File: src/rtl/conv_dnn_bridge.sv
// conv_dnn_bridge: buffered glue between the last conv/pool stage and the DNN.
// Holds data after each image set until the DNN has been flushed.
module conv_dnn_bridge #(
    parameter int BitSize      = 32,
    parameter int NumIn        = 2,
    parameter int NumOfImages  = 4,
    parameter bit ReverseValid = 1'b1,
    parameter int FifoDepth    = 8,
    parameter int FlushGap     = 6,
    parameter int GuardCycles  = 2
) (
    input  logic                     clk,
    input  logic                     res,
    input  logic [NumOfImages-1:0]   in_valid,
    input  logic [NumIn*BitSize-1:0] in_data,
    input  logic                     in_set_done,
    output logic                     in_ready,
    input  logic                     out_ready,
    output logic [NumOfImages-1:0]   out_valid,
    output logic [NumIn*BitSize-1:0] out_data,
    output logic                     out_set_done,
    output logic                     out_fl_res,
    output logic                     overflow
);
    localparam int DW        = NumIn * BitSize;
    localparam int AW        = (FifoDepth > 1) ? $clog2(FifoDepth) : 1;
    localparam int WaitLast  = NumOfImages + FlushGap - 1;
    localparam int GuardLast = (GuardCycles > 0) ? GuardCycles - 1 : 0;
    localparam int CntMax    = (WaitLast > GuardLast) ? WaitLast : GuardLast;
    localparam int CW        = $clog2(CntMax + 2);

    typedef struct packed {
        logic [NumOfImages-1:0] valid;
        logic [DW-1:0]          data;
        logic                   done;
    } entry_t;

    typedef enum logic [1:0] {IDLE, WAIT, PULSE, GUARD} state_t;

    entry_t                 mem [FifoDepth];
    logic [AW-1:0]          wr_ptr;
    logic [AW-1:0]          rd_ptr;
    logic [AW:0]            count;
    state_t                 state;
    state_t                 state_nx;
    logic [CW-1:0]          cnt;
    logic [CW-1:0]          cnt_nx;
    logic                   qual;
    logic                   push;
    logic                   pop;
    entry_t                 head;
    logic [NumOfImages-1:0] head_valid;

    assign in_ready = (count < (AW+1)'(FifoDepth));
    assign qual     = (|in_valid) | in_set_done;
    assign push     = qual & in_ready;
    assign pop      = (state == IDLE) & (count != '0) & out_ready;
    assign head     = mem[rd_ptr];

    always_comb begin
        head_valid = head.valid;
        if (ReverseValid) begin
            for (int i = 0; i < NumOfImages; i++) begin
                head_valid[i] = head.valid[NumOfImages-1-i];
            end
        end
    end

    always_ff @(posedge clk) begin
        if (push) begin
            mem[wr_ptr] <= '{valid: in_valid, data: in_data, done: in_set_done};
        end
    end

    always_ff @(posedge clk or posedge res) begin
        if (res) begin
            wr_ptr <= '0;
            rd_ptr <= '0;
            count  <= '0;
        end else begin
            if (push) begin
                wr_ptr <= wr_ptr + AW'(1);
            end
            if (pop) begin
                rd_ptr <= rd_ptr + AW'(1);
            end
            if (push && !pop) begin
                count <= count + (AW+1)'(1);
            end else if (pop && !push) begin
                count <= count - (AW+1)'(1);
            end
        end
    end

    // Flush sequencer: pops are blocked everywhere except IDLE
    always_comb begin
        state_nx = state;
        cnt_nx   = cnt;
        unique case (state)
            IDLE: begin
                if (pop && head.done) begin
                    state_nx = WAIT;
                    cnt_nx   = '0;
                end
            end
            WAIT: begin
                if (cnt == CW'(WaitLast)) begin
                    state_nx = PULSE;
                    cnt_nx   = '0;
                end else begin
                    cnt_nx = cnt + CW'(1);
                end
            end
            PULSE: begin
                cnt_nx = '0;
                if (GuardCycles > 0) begin
                    state_nx = GUARD;
                end else begin
                    state_nx = IDLE;
                end
            end
            GUARD: begin
                if (cnt == CW'(GuardLast)) begin
                    state_nx = IDLE;
                    cnt_nx   = '0;
                end else begin
                    cnt_nx = cnt + CW'(1);
                end
            end
            default: begin
                state_nx = IDLE;
                cnt_nx   = '0;
            end
        endcase
    end

    always_ff @(posedge clk or posedge res) begin
        if (res) begin
            state        <= IDLE;
            cnt          <= '0;
            out_valid    <= '0;
            out_data     <= '0;
            out_set_done <= 1'b0;
            out_fl_res   <= 1'b0;
            overflow     <= 1'b0;
        end else begin
            state        <= state_nx;
            cnt          <= cnt_nx;
            out_valid    <= pop ? head_valid : '0;
            out_set_done <= pop & head.done;
            out_fl_res   <= (state == PULSE);
            if (pop) begin
                out_data <= head.data;
            end
            if (qual && !in_ready) begin
                overflow <= 1'b1;
            end
        end
    end
endmodule

File: config.mk
export PLATFORM = sky130hd
export DESIGN_NAME = conv_dnn_bridge
export DESIGN_NICKNAME = d
export VERILOG_FILES = /design/src/rtl/conv_dnn_bridge.sv
export SDC_FILE = /design/constraint.sdc
export NUM_CORES = 1
export LEC_CHECK = 0
export BUFFER_PORTS_ARGS = -buffer_cell sky130_fd_sc_hd__buf_4
export CORE_ASPECT_RATIO = 0.9
export CORE_MARGIN = 8
export CORE_UTILIZATION = 30
export CTS_CLUSTER_SIZE = 25
export DETAILED_ROUTE_END_ITERATION = 7
export PLACE_DENSITY = 0.49
export SKIP_CTS_REPAIR_TIMING = 1
export SYNTH_ARGS = -nofsm -noshare
export SYNTH_HDL_FRONTEND = slang
export SYNTH_SLANG_ARGS = --single-unit
File: constraint.sdc
create_clock -name clk -period 6.6 [get_ports clk]
set_input_delay 1.32 -clock clk [delete_from_list [all_inputs] [get_ports clk]]
set_output_delay 1.32 -clock clk [all_outputs]
set_load 0.005 [all_outputs]
==> impl_metrics.yaml, run 1 <==
logic_synthesis:
  synth_edf_count: 552
  ys.flop_type: "edfxtp_1"
  yosysTopAreaCell: "edfxtp_1"
  synth_fp_nets: 1202
  syn-mean-instance-area_um2: 21.5
  syn_inst: 1117
  ys_seq_area_frac: 0.782
  ys_async_sr_fraction: 0.136
  synthTopCellsByArea: "edfxtp_1, mux4_2, dfrtp_1"
  ys_types: 35
  netlist_area_mm2: 0.0240
  synth_top_area_frac: 0.691
  yosys_warnings: 0
  ys_ff_latch: 639
setup_path:
  reg2reg_depth: 11
  path_max_fanout: 30
  rrSetupSlack_ns: 3.48
  crit_arrival_ns: 3.83
  crit_slowest_cell: "nor2_4"
  endpoint: "mem[5][25]"
  end_kind: "flop"
  crit_required_ns: 6.85
  crit_type: "input pin to flop"
  crit_path_start_kind: "input pin"
  worstReg2RegEnd: "count[3]"
  critPathMaxStageDelay_ns: 0.95
  crit_path_cell_trace: "buf_4 > or4_1 > nor2_1 > nor2_1 > nand2_1 > nor2_4 > buf_4"
  reg2reg_from: "count[1]"
  crit_start: "in_valid[0]"
die:
  die_area_mm2: 0.0893
  core-area_mm2: 0.0793
  start_util: 0.302
  die_y_um: 284
  die_w_um: 314
  io_pins: 144
  std_cell_rows: 98
finish:
  area_growth_pct: 19.0
  regArea_mm2: 0.0188
  multi_input_area_mm2: 0.00502
  diodes: 0
  fill_cells: 7256
  drive_gt1_frac: 0.311
  final_util: 0.360
  nets: 1384
timing:
  fin_crit_sh: 0.543
  timing.fmax_ghz: 0.279
  hold_violations: 0
  relSlewSlack: 0.240
  final_max_slew_viol_count: 0
  tns_ns: 0
  rsz0062_at_grt: "no"
  worst_slew_pin_slew_ns: 1.14
  finClkSkew_ns: 0.0234
  period_needed_ns: 3.58
  finalSetupViolCount: 0
pwr:
  power.density_mw_per_mm2: 446
  swShare: 0.293
  power_leakage_uw: 0.00969
  p_sw_uw: 3730
  pwr-share-clk: 0.289
  p_seq_frac: 0.450
  p_int_uw: 9000
  power_frac_comb: 0.261
  ir_drop_v: 0.000249
route:
  detail_route.wl_per_cell_um: 21.9
  dr_total_vias: 10900
  drtIter0Drc: 729
  drcViolationCount: 0
  ant_nets: 0
  finalWirelength_um: 52700
  viasPerCell: 4.55
  dr.pass1.iters: 4
cts:
  cts_buffers: 69
  cts_tree: "done"
  clkTransAtPathRegs_ns: 0.06
  cts_max_path_buffers: 3
  clock_sinks: 639
  root_buffer: "clkbuf_16"
  h-tree-depth: 3
  clk_latency_ns: 0.60
worst_hold_path:
  whs_path_depth: 2
  hp-class: "flop to flop"
grt:
  grt_max_degree: 83
  grtUsageTotal: 0.118
  overflow: 0
  antenna_found_initial: 5
  grt_pass1_wl_um: 79700
  grt_pass1_vias: 11900
placement:
  globalplace.congestion: 0.687
  io_buffers: 143
  dp_hpwl_um: 30500
status:
  status: "completed"
run:
  maxCapViolCount: 0
## cells by family (layout without fill, tap and decap cells)
family	count (synthesis)	after routing	synth area share
AO/OA/AOI/OAI	74	74	0.0169
XOR/XNOR	8	8	0.00292
adder cells (fa/ha/maj)	13	13	0.00709
buffers and inverters	62	299	0.0120
flip-flops	639	639	0.782
multiplexers	214	214	0.161
AND/OR/NAND/NOR	107	107	0.0183
## cell type report
cell class / count / share of cell area
timing repair buffer: 165 / 0.0443
tap: 1050 / 0.0460
inverter: 8 / 0.00123
clock inverter: 33 / 0.00986
sequential: 639 / 0.657
multi-input combinational: 416 / 0.176
clock buffer: 93 / 0.0658
## metrics by stage
| stage | std cells | hold WS [ns] | cell area [um^2] | total power (uW) | worst slack [ns] |
|---|---|---|---|---|---|
| 2_1_floorplan | 1117 | 0.468 | 24000 | 7950 | 1.33 |
| 3_3_place_gp | 2278 | 0.467 | 26400 | 9250 | 2.27 |
| 3_5_place_dp | 2278 | 0.476 | 26400 | 9300 | 2.25 |
| 4_1_cts | 2404 | 0.488 | 28600 | 13000 | 2.87 |
| 5_1_grt | 2404 | 0.500 | 28600 | 13500 | 2.73 |
| 6_report | 2404 | 0.480 | 28600 | 12700 | 3.02 |
## layout by cell type, fill, tap and decap left out, types with 2 or more instances in the layout
| cell type | n |
|---|---|
| edfxtp_1 | 552 |
| buf_4 | 163 |
| mux4_2 | 137 |
| dfrtp_1 | 84 |
| nand2_1 | 75 |
| mux2i_1 | 73 |
| clkbuf_16 | 70 |
| o21ai_0 | 63 |
| clkbuf_1 | 19 |
| ha_1 | 12 |
| nor2_1 | 11 |
| clkinv_2 | 11 |
| clkinv_1 | 8 |
| xnor2_1 | 7 |
| clkinvlp_4 | 7 |
| inv_1 | 6 |
| nor2_4 | 6 |
| o21ai_1 | 5 |
| clkbuf_8 | 4 |
| nand2b_1 | 3 |
| mux2_2 | 3 |
| bufinv_16 | 3 |
| dfrtp_4 | 3 |
| or4_1 | 2 |
| and3_1 | 2 |
| inv_4 | 2 |
| nor3_4 | 2 |
| inv_6 | 2 |
| buf_12 | 2 |
## critical path: cells and delay by family
| family | cells | cell delay (ns) |
|---|---|---|
| buf+inv | 2 | 0.68 |
| simple gates | 5 | 1.80 |
## how the worst min path moves through the flow
stage	endpoint	startpoint	slack, ns
6_report	out_data[54]	out_data[54]	0.48
2_1_floorplan	overflow	overflow	0.47
3_3_place_gp	out_data[53]	out_data[53]	0.47
4_1_cts	out_data[54]	out_data[54]	0.49
5_1_grt	out_data[53]	out_data[53]	0.50
3_5_place_dp	out_data[54]	out_data[54]	0.48
## flip-flops by register name (all words and copies together), names as in the netlist
| name | flops |
|---|---|
| out_valid | 4 |
| wr_ptr | 3 |
| state | 2 |
| count | 4 |
| out_data | 64 |
| out_fl_res | 1 |
| mem | 552 |
| overflow | 1 |
| out_set_done | 1 |
| rd_ptr | 3 |
| cnt | 4 |
## cell usage after synthesis (all sizes together), types with 2 or more instances
cell	count
nand2b	3
xnor2	7
mux4	137
nand2	76
mux2i	73
edfxtp	552
and3	2
mux2	4
clkbuf	22
ha	12
inv	8
nor2	17
nor3	3
dfrtp	87
or4	2
o21ai	68
buf	32
## metal layers
| metal | up-vias | routed length (um) | track usage |
|---|---|---|---|
| met1 | 5739 | 23500 | 0.156 |
| li1 | 4899 | - | - |
| met2 | 191 | 25600 | 0.194 |
| met5 | - | 67 | 0 |
| met4 | 10 | 1030 | 0.0292 |
| met3 | 90 | 2540 | 0.0326 |
## power by group through the flow
stage | sequential, uW | clock [uW] | combinational [uW]
6_report | 5730 | 3680 | 3320
5_1_grt | 5840 | 3970 | 3670
4_1_cts | 5760 | 3810 | 3480
3_5_place_dp | 5840 | 0 | 3470
3_3_place_gp | 5810 | 0 | 3440
2_1_floorplan | 5640 | 0 | 2310
No activity file was read; power rests on OpenSTA's default activity.
==> inputs of run 2 (changes only) <==
--- a/config.mk
+++ b/config.mk
@@ -11,7 +11,7 @@
 export CORE_UTILIZATION = 30
 export CTS_CLUSTER_SIZE = 25
 export DETAILED_ROUTE_END_ITERATION = 7
-export PLACE_DENSITY = 0.49
+export PLACE_DENSITY = 0.51
 export SKIP_CTS_REPAIR_TIMING = 1
 export SYNTH_ARGS = -nofsm -noshare
 export SYNTH_HDL_FRONTEND = slang
==> constraint.sdc (replaced) <==
create_clock -name clk -period 2.98 [get_ports clk]
set_input_delay 0.596 -clock clk [delete_from_list [all_inputs] [get_ports clk]]
set_output_delay 0.596 -clock clk [all_outputs]
set_load 0.005 [all_outputs]
==> run 2 against run 1 <==
Against the previous run:
- combinational power up 140%
- utilization up 0.42 points
- cell area up 1.2%
- non-clock buffer count up 7
- routed wire length up 0.66%
- first-iteration DRC count down 16%
- critical path type is now flop to flop
- critical endpoint is now count[3]
==> impl_metrics.yaml, run 2 (synthesized netlist as in run 1, its figures left out) <==
setup_path:
  reg2reg_depth: 11
  path_buf_inv: 3
  cpLargestDelayFamily: "simple AND/OR/NAND/NOR gates"
  crit_path_cell_trace: "or4_1 > and3_1 > inv_4 > ha_1 > inv_1 > buf_4 > ha_1 > a21oi_1 > xnor2_1 > nor2_1 > xnor2_1"
  crit_slowest_cell: "or4_1"
  crit_type: "flop to flop"
  critPathMaxStageDelay_ns: 0.51
  crit_arrival_ns: 2.99
  crit_path_start_kind: "flop"
  rrSetupSlack_ns: 0.45
  worstReg2RegEnd: "count[3]"
  crit_required_ns: 3.44
  path_max_fanout: 4
  cp.depth: 11
  reg2reg_from: "count[3]"
  end_kind: "flop"
finish:
  largest_reg_flops: 552
  area_growth_pct: 20.4
  fill_cells: 7287
  final_cell_mix: "edfxtp_1, buf_4, mux4_2"
  regMostFlops: "mem"
  drive_gt1_frac: 0.317
  largest_registers: "mem: 552 flops, out_data: 64 flops"
  final_cells: 2420
  final_util: 0.364
  nets: 1392
  layout_commonest_cell: "edfxtp_1"
die:
  die_y_um: 284
  core-area_mm2: 0.0793
  io_pins: 144
  start_util: 0.302
  die_w_um: 314
  std_cell_rows: 98
  die_area_mm2: 0.0893
cts:
  clkTransAtPathRegs_ns: 0.06
  cts_max_path_buffers: 3
  clk_latency_ns: 0.58
  h-tree-depth: 3
  root_buffer: "clkbuf_16"
  cts_tree: "done"
  clock_sinks: 639
  cts_buffers: 70
timing:
  fin_crit_sh: 0.847
  relSlewSlack: 0.300
  finalSetupViolCount: 0
  final_max_slew_viol_count: 0
  hold_violations: 0
  finClkSkew_ns: 0.0152
  worst_slew_pin_slew_ns: 1.05
  timing.fmax_ghz: 0.396
  worst_slack_ns: 0.455
  period_needed_ns: 2.53
  rsz0062_at_grt: "no"
route:
  dr_total_vias: 10900
  detail_route.wl_per_cell_um: 21.9
  drcViolationCount: 0
  viasPerCell: 4.52
  drtIter0Drc: 611
  dr.pass1.iters: 5
  ant_nets: 0
  finalWirelength_um: 53100
grt:
  overflow: 0
  grt_max_degree: 113
  grt_pass1_vias: 11900
  grt_pass1_wl_um: 79600
  grtUsageTotal: 0.118
  antenna_found_initial: 10
worst_hold_path:
  hp-class: "input pin to async pin"
placement:
  place_worst_setup_slack_ns: 0.0708
  io_buffers: 143
  dp_hpwl_um: 30000
  dp_cells: 2285
  globalplace.congestion: 0.697
pwr:
  power.density_mw_per_mm2: 987
  ir_drop_v: 0.000444
  power_leakage_uw: 0.00981
run:
  maxCapViolCount: 0
status:
  status: "completed"
==> run 2: cell types whose count changed in the layout (fill, tap and decap cells not counted), sizes merged <==
cell | before | now
clkinvlp | 7 | 4
diode | 0 | 6
clkinv | 20 | 16
clkbuf | 93 | 103
inv | 11 | 12
buf | 165 | 172
bufinv | 3 | 2
==> run 2: where the power goes <==
group	switching (uW)	leakage [uW]	total, uW	internal (uW)
Sequential	715	0.00609	12400	11700
Clock	3380	0.00106	8220	4840
Combinational	4120	0.00265	7840	3720
==> run 2: layout make-up <==
class	instances	area (um^2)	area share
Multi-Input combinational cell	416	5030	0.174
Sequential cell	639	18800	0.650
Tap cell	1050	1310	0.0455
Clock buffer	103	2000	0.0692
Clock inverter	26	196	0.00680
Antenna cell	6	15.0	0.000520
Timing Repair Buffer	172	1530	0.0529
Inverter	8	35.0	0.00121
==> run 2: worst max-delay path by stage <==
| stage | from | endpoint | slack (ns) |
|---|---|---|---|
| after floorplan | in_valid[1] | mem[2][0] | -0.36 |
| after global placement | in_valid[1] | count[3] | 0.10 |
| after detailed placement | in_valid[3] | mem[2][32] | 0.07 |
| after CTS | count[3] | count[3] | 0.44 |
| after global routing | count[3] | count[3] | 0.24 |
| final | count[3] | count[3] | 0.45 |
==> run 2: per-layer routing <==
metal / vias to the layer above / track usage / wire length [um]
li1: 4929 / - / -
met1: 5769 / 0.157 / 24000
met2: 174 / 0.189 / 25300
met3: 67 / 0.0338 / 2920
met4: 8 / 0.0309 / 810
met5: - / 0 / 50
==> run 2: through the flow <==
stage                     instance area (um^2)  TNS (ns)  hold slack (ns)  power, uW
final                                    28900         0            0.108      28500
after global routing                     28900         0            0.151      30100
after CTS                                28900         0            0.138      29200
after detailed placement                 26700         0            0.472      20800
after global placement                   26700         0            0.468      20700
after floorplan                          24000   -158.09            0.468      17600
==> inputs of run 3 (changes only) <==
--- a/config.mk
+++ b/config.mk
@@ -5,6 +5,7 @@
 export SDC_FILE = /design/constraint.sdc
 export NUM_CORES = 1
 export LEC_CHECK = 0
+export ABC_AREA = 1
 export BUFFER_PORTS_ARGS = -buffer_cell sky130_fd_sc_hd__buf_4
 export CORE_ASPECT_RATIO = 0.9
 export CORE_MARGIN = 8
==> constraint.sdc (replaced) <==
create_clock -name clk -period 2.1 [get_ports clk]
set_input_delay 0.42 -clock clk [delete_from_list [all_inputs] [get_ports clk]]
set_output_delay 0.42 -clock clk [all_outputs]
set_load 0.005 [all_outputs]
==> run 3 against run 2 <==
Against the previous run:
- the run now ends with setup timing left
- utilization grew 0.65 points
- cell area grew 4.1%
- global-route usage grew 1.9 points
- synthesized cell count grew 63%
- routed wire length grew 22%
- fmax grew 19%
- critical path depth grew 2
- sequential cell count is the same
- largest power group unchanged
- total power grew 54%
- clock-buffer cell count shrank 1
- area after synthesis grew 2.6%
- clock skew grew 0.0049 ns
==> impl_metrics.yaml, run 3 <==
logic_synthesis:
  synth_xor_area_frac: 0.00285
  synth_mux_area_frac: 0
  yosysTopAreaCell: "edfxtp_1"
  netlist_area_mm2: 0.0246
  synth_fp_nets: 1904
  synth-compound-area-share: 0.104
  synth.top_cells.by_count: "edfxtp_1, nor2_1, o21ai_0, nand2_1, dfrtp_1"
  synth_top_family_by_area: "compound AO/OA/AOI/OAI gates"
  synthTopCellsByArea: "edfxtp_1, dfrtp_1, o21ai_0"
  synth_simple_gate_area_frac: 0.0963
  ys_async_sr_fraction: 0.136
  ys_types: 31
  synth_edf_count: 552
  syn-mean-instance-area_um2: 13.5
  ys_ff_latch: 639
  synth_top_area_frac: 0.673
  syn_inst: 1819
  yosys_warnings: 0
  ys.flop_type: "edfxtp_1"
  synthAdderAreaFrac: 0.00691
  ys_seq_area_frac: 0.762
  yosysMostFrequentCell: "edfxtp_1"
grt:
  grtUsageTotal: 0.138
  antenna_found_initial: 7
  grt_max_degree: 105
  grt_pass1_wl_um: 96800
  overflow: 0
  grt_pass1_vias: 15300
timing:
  period_needed_ns: 2.12
  whs_ns: 0.0523
  final_max_slew_viol_count: 0
  relSlewSlack: 0.351
  finalSetupViolCount: 1
  finClkSkew_ns: 0.0201
  rsz0062_at_grt: "yes"
  fin_crit_sh: 1.01
  timing.fmax_ghz: 0.473
  hold_violations: 0
  worst_slack_ns: -0.0155
  worst_slew_pin_slew_ns: 0.974
die:
  die_area_mm2: 0.0915
  std_cell_rows: 99
  die_w_um: 318
  start_util: 0.303
  core-area_mm2: 0.0811
  die_y_um: 288
  io_pins: 144
route:
  ant_nets: 0
  dr.pass1.iters: 5
  drcViolationCount: 0
  finalWirelength_um: 64800
  detail_route.wl_per_cell_um: 20.8
  drtIter0Drc: 1071
  viasPerCell: 4.85
  dr_total_vias: 15100
pwr:
  ir_drop_v: 0.000782
  power_leakage_uw: 0.0105
  p_sw_uw: 14800
  p_int_uw: 29100
  swShare: 0.338
  pwr-share-clk: 0.279
  power_frac_comb: 0.320
  p_seq_frac: 0.401
  power.density_mw_per_mm2: 1460
cts:
  cts_tree: "done"
  root_buffer: "clkbuf_16"
  cts_max_path_buffers: 3
  h-tree-depth: 3
  cts_buffers: 73
  clk_latency_ns: 0.60
  clkTransAtPathRegs_ns: 0.06
  clock_sinks: 639
finish:
  layout_commonest_cell: "edfxtp_1"
  final_cell_mix: "edfxtp_1, nor2_1, o21ai_0"
  regMostFlops: "mem"
  final_util: 0.371
  nets: 2084
  fill_cells: 7630
  regArea_mm2: 0.0188
  multi_input_area_mm2: 0.00533
  largest_registers: "mem: 552 flops, out_data: 64 flops"
  drive_gt1_frac: 0.177
  largest_reg_flops: 552
  area_growth_pct: 22.1
worst_hold_path:
  hp-class: "input pin to flop"
setup_path:
  crit_required_ns: 2.58
  crit_path_start_kind: "flop"
  end_kind: "flop"
  crit_type: "flop to flop"
  crit_arrival_ns: 2.59
  path_max_fanout: 4
placement:
  globalplace.congestion: 0.747
  dp_hpwl_um: 36900
  io_buffers: 143
  place_worst_setup_slack_ns: -0.105
status:
  violations: "setup timing"
  status: "complete, but fails checks"
run:
  maxCapViolCount: 0
[run 3: changes by cell type in the layout (fill, tap and decap cells not counted), sizes merged, moves of 11 or more]
cell / before / now
buf: 172 / 225
inv: 12 / 23
mux2i: 73 / 0
mux4: 137 / 0
nand2: 76 / 173
nand3: 1 / 76
nor2: 17 / 345
o211ai: 0 / 52
o21ai: 68 / 278
o221ai: 0 / 80
[run 3: cell families after synthesis]
group | Yosys count
fa+ha+maj | 13
compound gates | 420
simple gates | 598
buf+inv | 141
flops | 639
xor+xnor | 8
[run 3: cell type report]
cell class | count | share of cell area
flip-flops and latches | 639 | 0.624
multi-input cells | 1039 | 0.177
repair buffers | 226 | 0.0742
clock buffers | 102 | 0.0674
well taps | 1060 | 0.0441
clock inverters | 31 | 0.00961
inverters | 20 | 0.00316
diodes | 2 | 0.000166
[run 3: metal layers]
layer  global-route usage  wire [um]
met1                0.185      30000
met2                0.226      30400
met3               0.0286       3060
met4               0.0368       1230
met5                    0         64
[run 3: critical path, cell delays in order (launching register included)]
cell,delay [ns]
dfrtp_1,0.39
inv_2,0.08
ha_4,0.15
nand2_4,0.05
a31oi_4,0.16
clkinv_2,0.11
ha_4,0.17
inv_4,0.07
ha_4,0.20
a21oi_2,0.14
nand2_2,0.09
a21oi_2,0.18
o21ai_4,0.08
xor2_1,0.13
[run 3: stage by stage]
stage                     cell area (um^2)  TNS (ns)  cells  total power (uW)
after global placement               27700    -0.236   2982             31800
after detailed placement             27700    -0.105   2982             32100
after floorplan                      24800   -115.58   1819             25900
after CTS                            30000   -0.0377   3115             44400
final                                30100   -0.0155   3119             43900
after global routing                 30100    -0.118   3117             46400
[run 3: path summary, 6_finish.rpt]
path / depth (start not counted) / end / slack (ns) / start
hold / removal: 1 / mem[6][10] / 0.05 / in_data[9]
hold reg to reg: 2 / out_data[33] / 0.48 / out_data[33]
max in group asynchronous: 4 / out_data[57] / 1.18 / res
setup / recovery: 13 / count[3] / -0.02 / state[0]
setup reg to reg: 13 / count[3] / -0.02 / state[0]
min in group asynchronous: 4 / cnt[3] / 0.52 / res
[run 3: power by group through the flow]
stage | Clock, uW | Combinational (uW) | Sequential (uW)
5_1_grt | 13000 | 15500 | 17900
4_1_cts | 12600 | 14200 | 17600
6_report | 12200 | 14000 | 17600
3_5_place_dp | 0 | 14200 | 17900
2_1_floorplan | 0 | 8260 | 17700
3_3_place_gp | 0 | 14000 | 17800
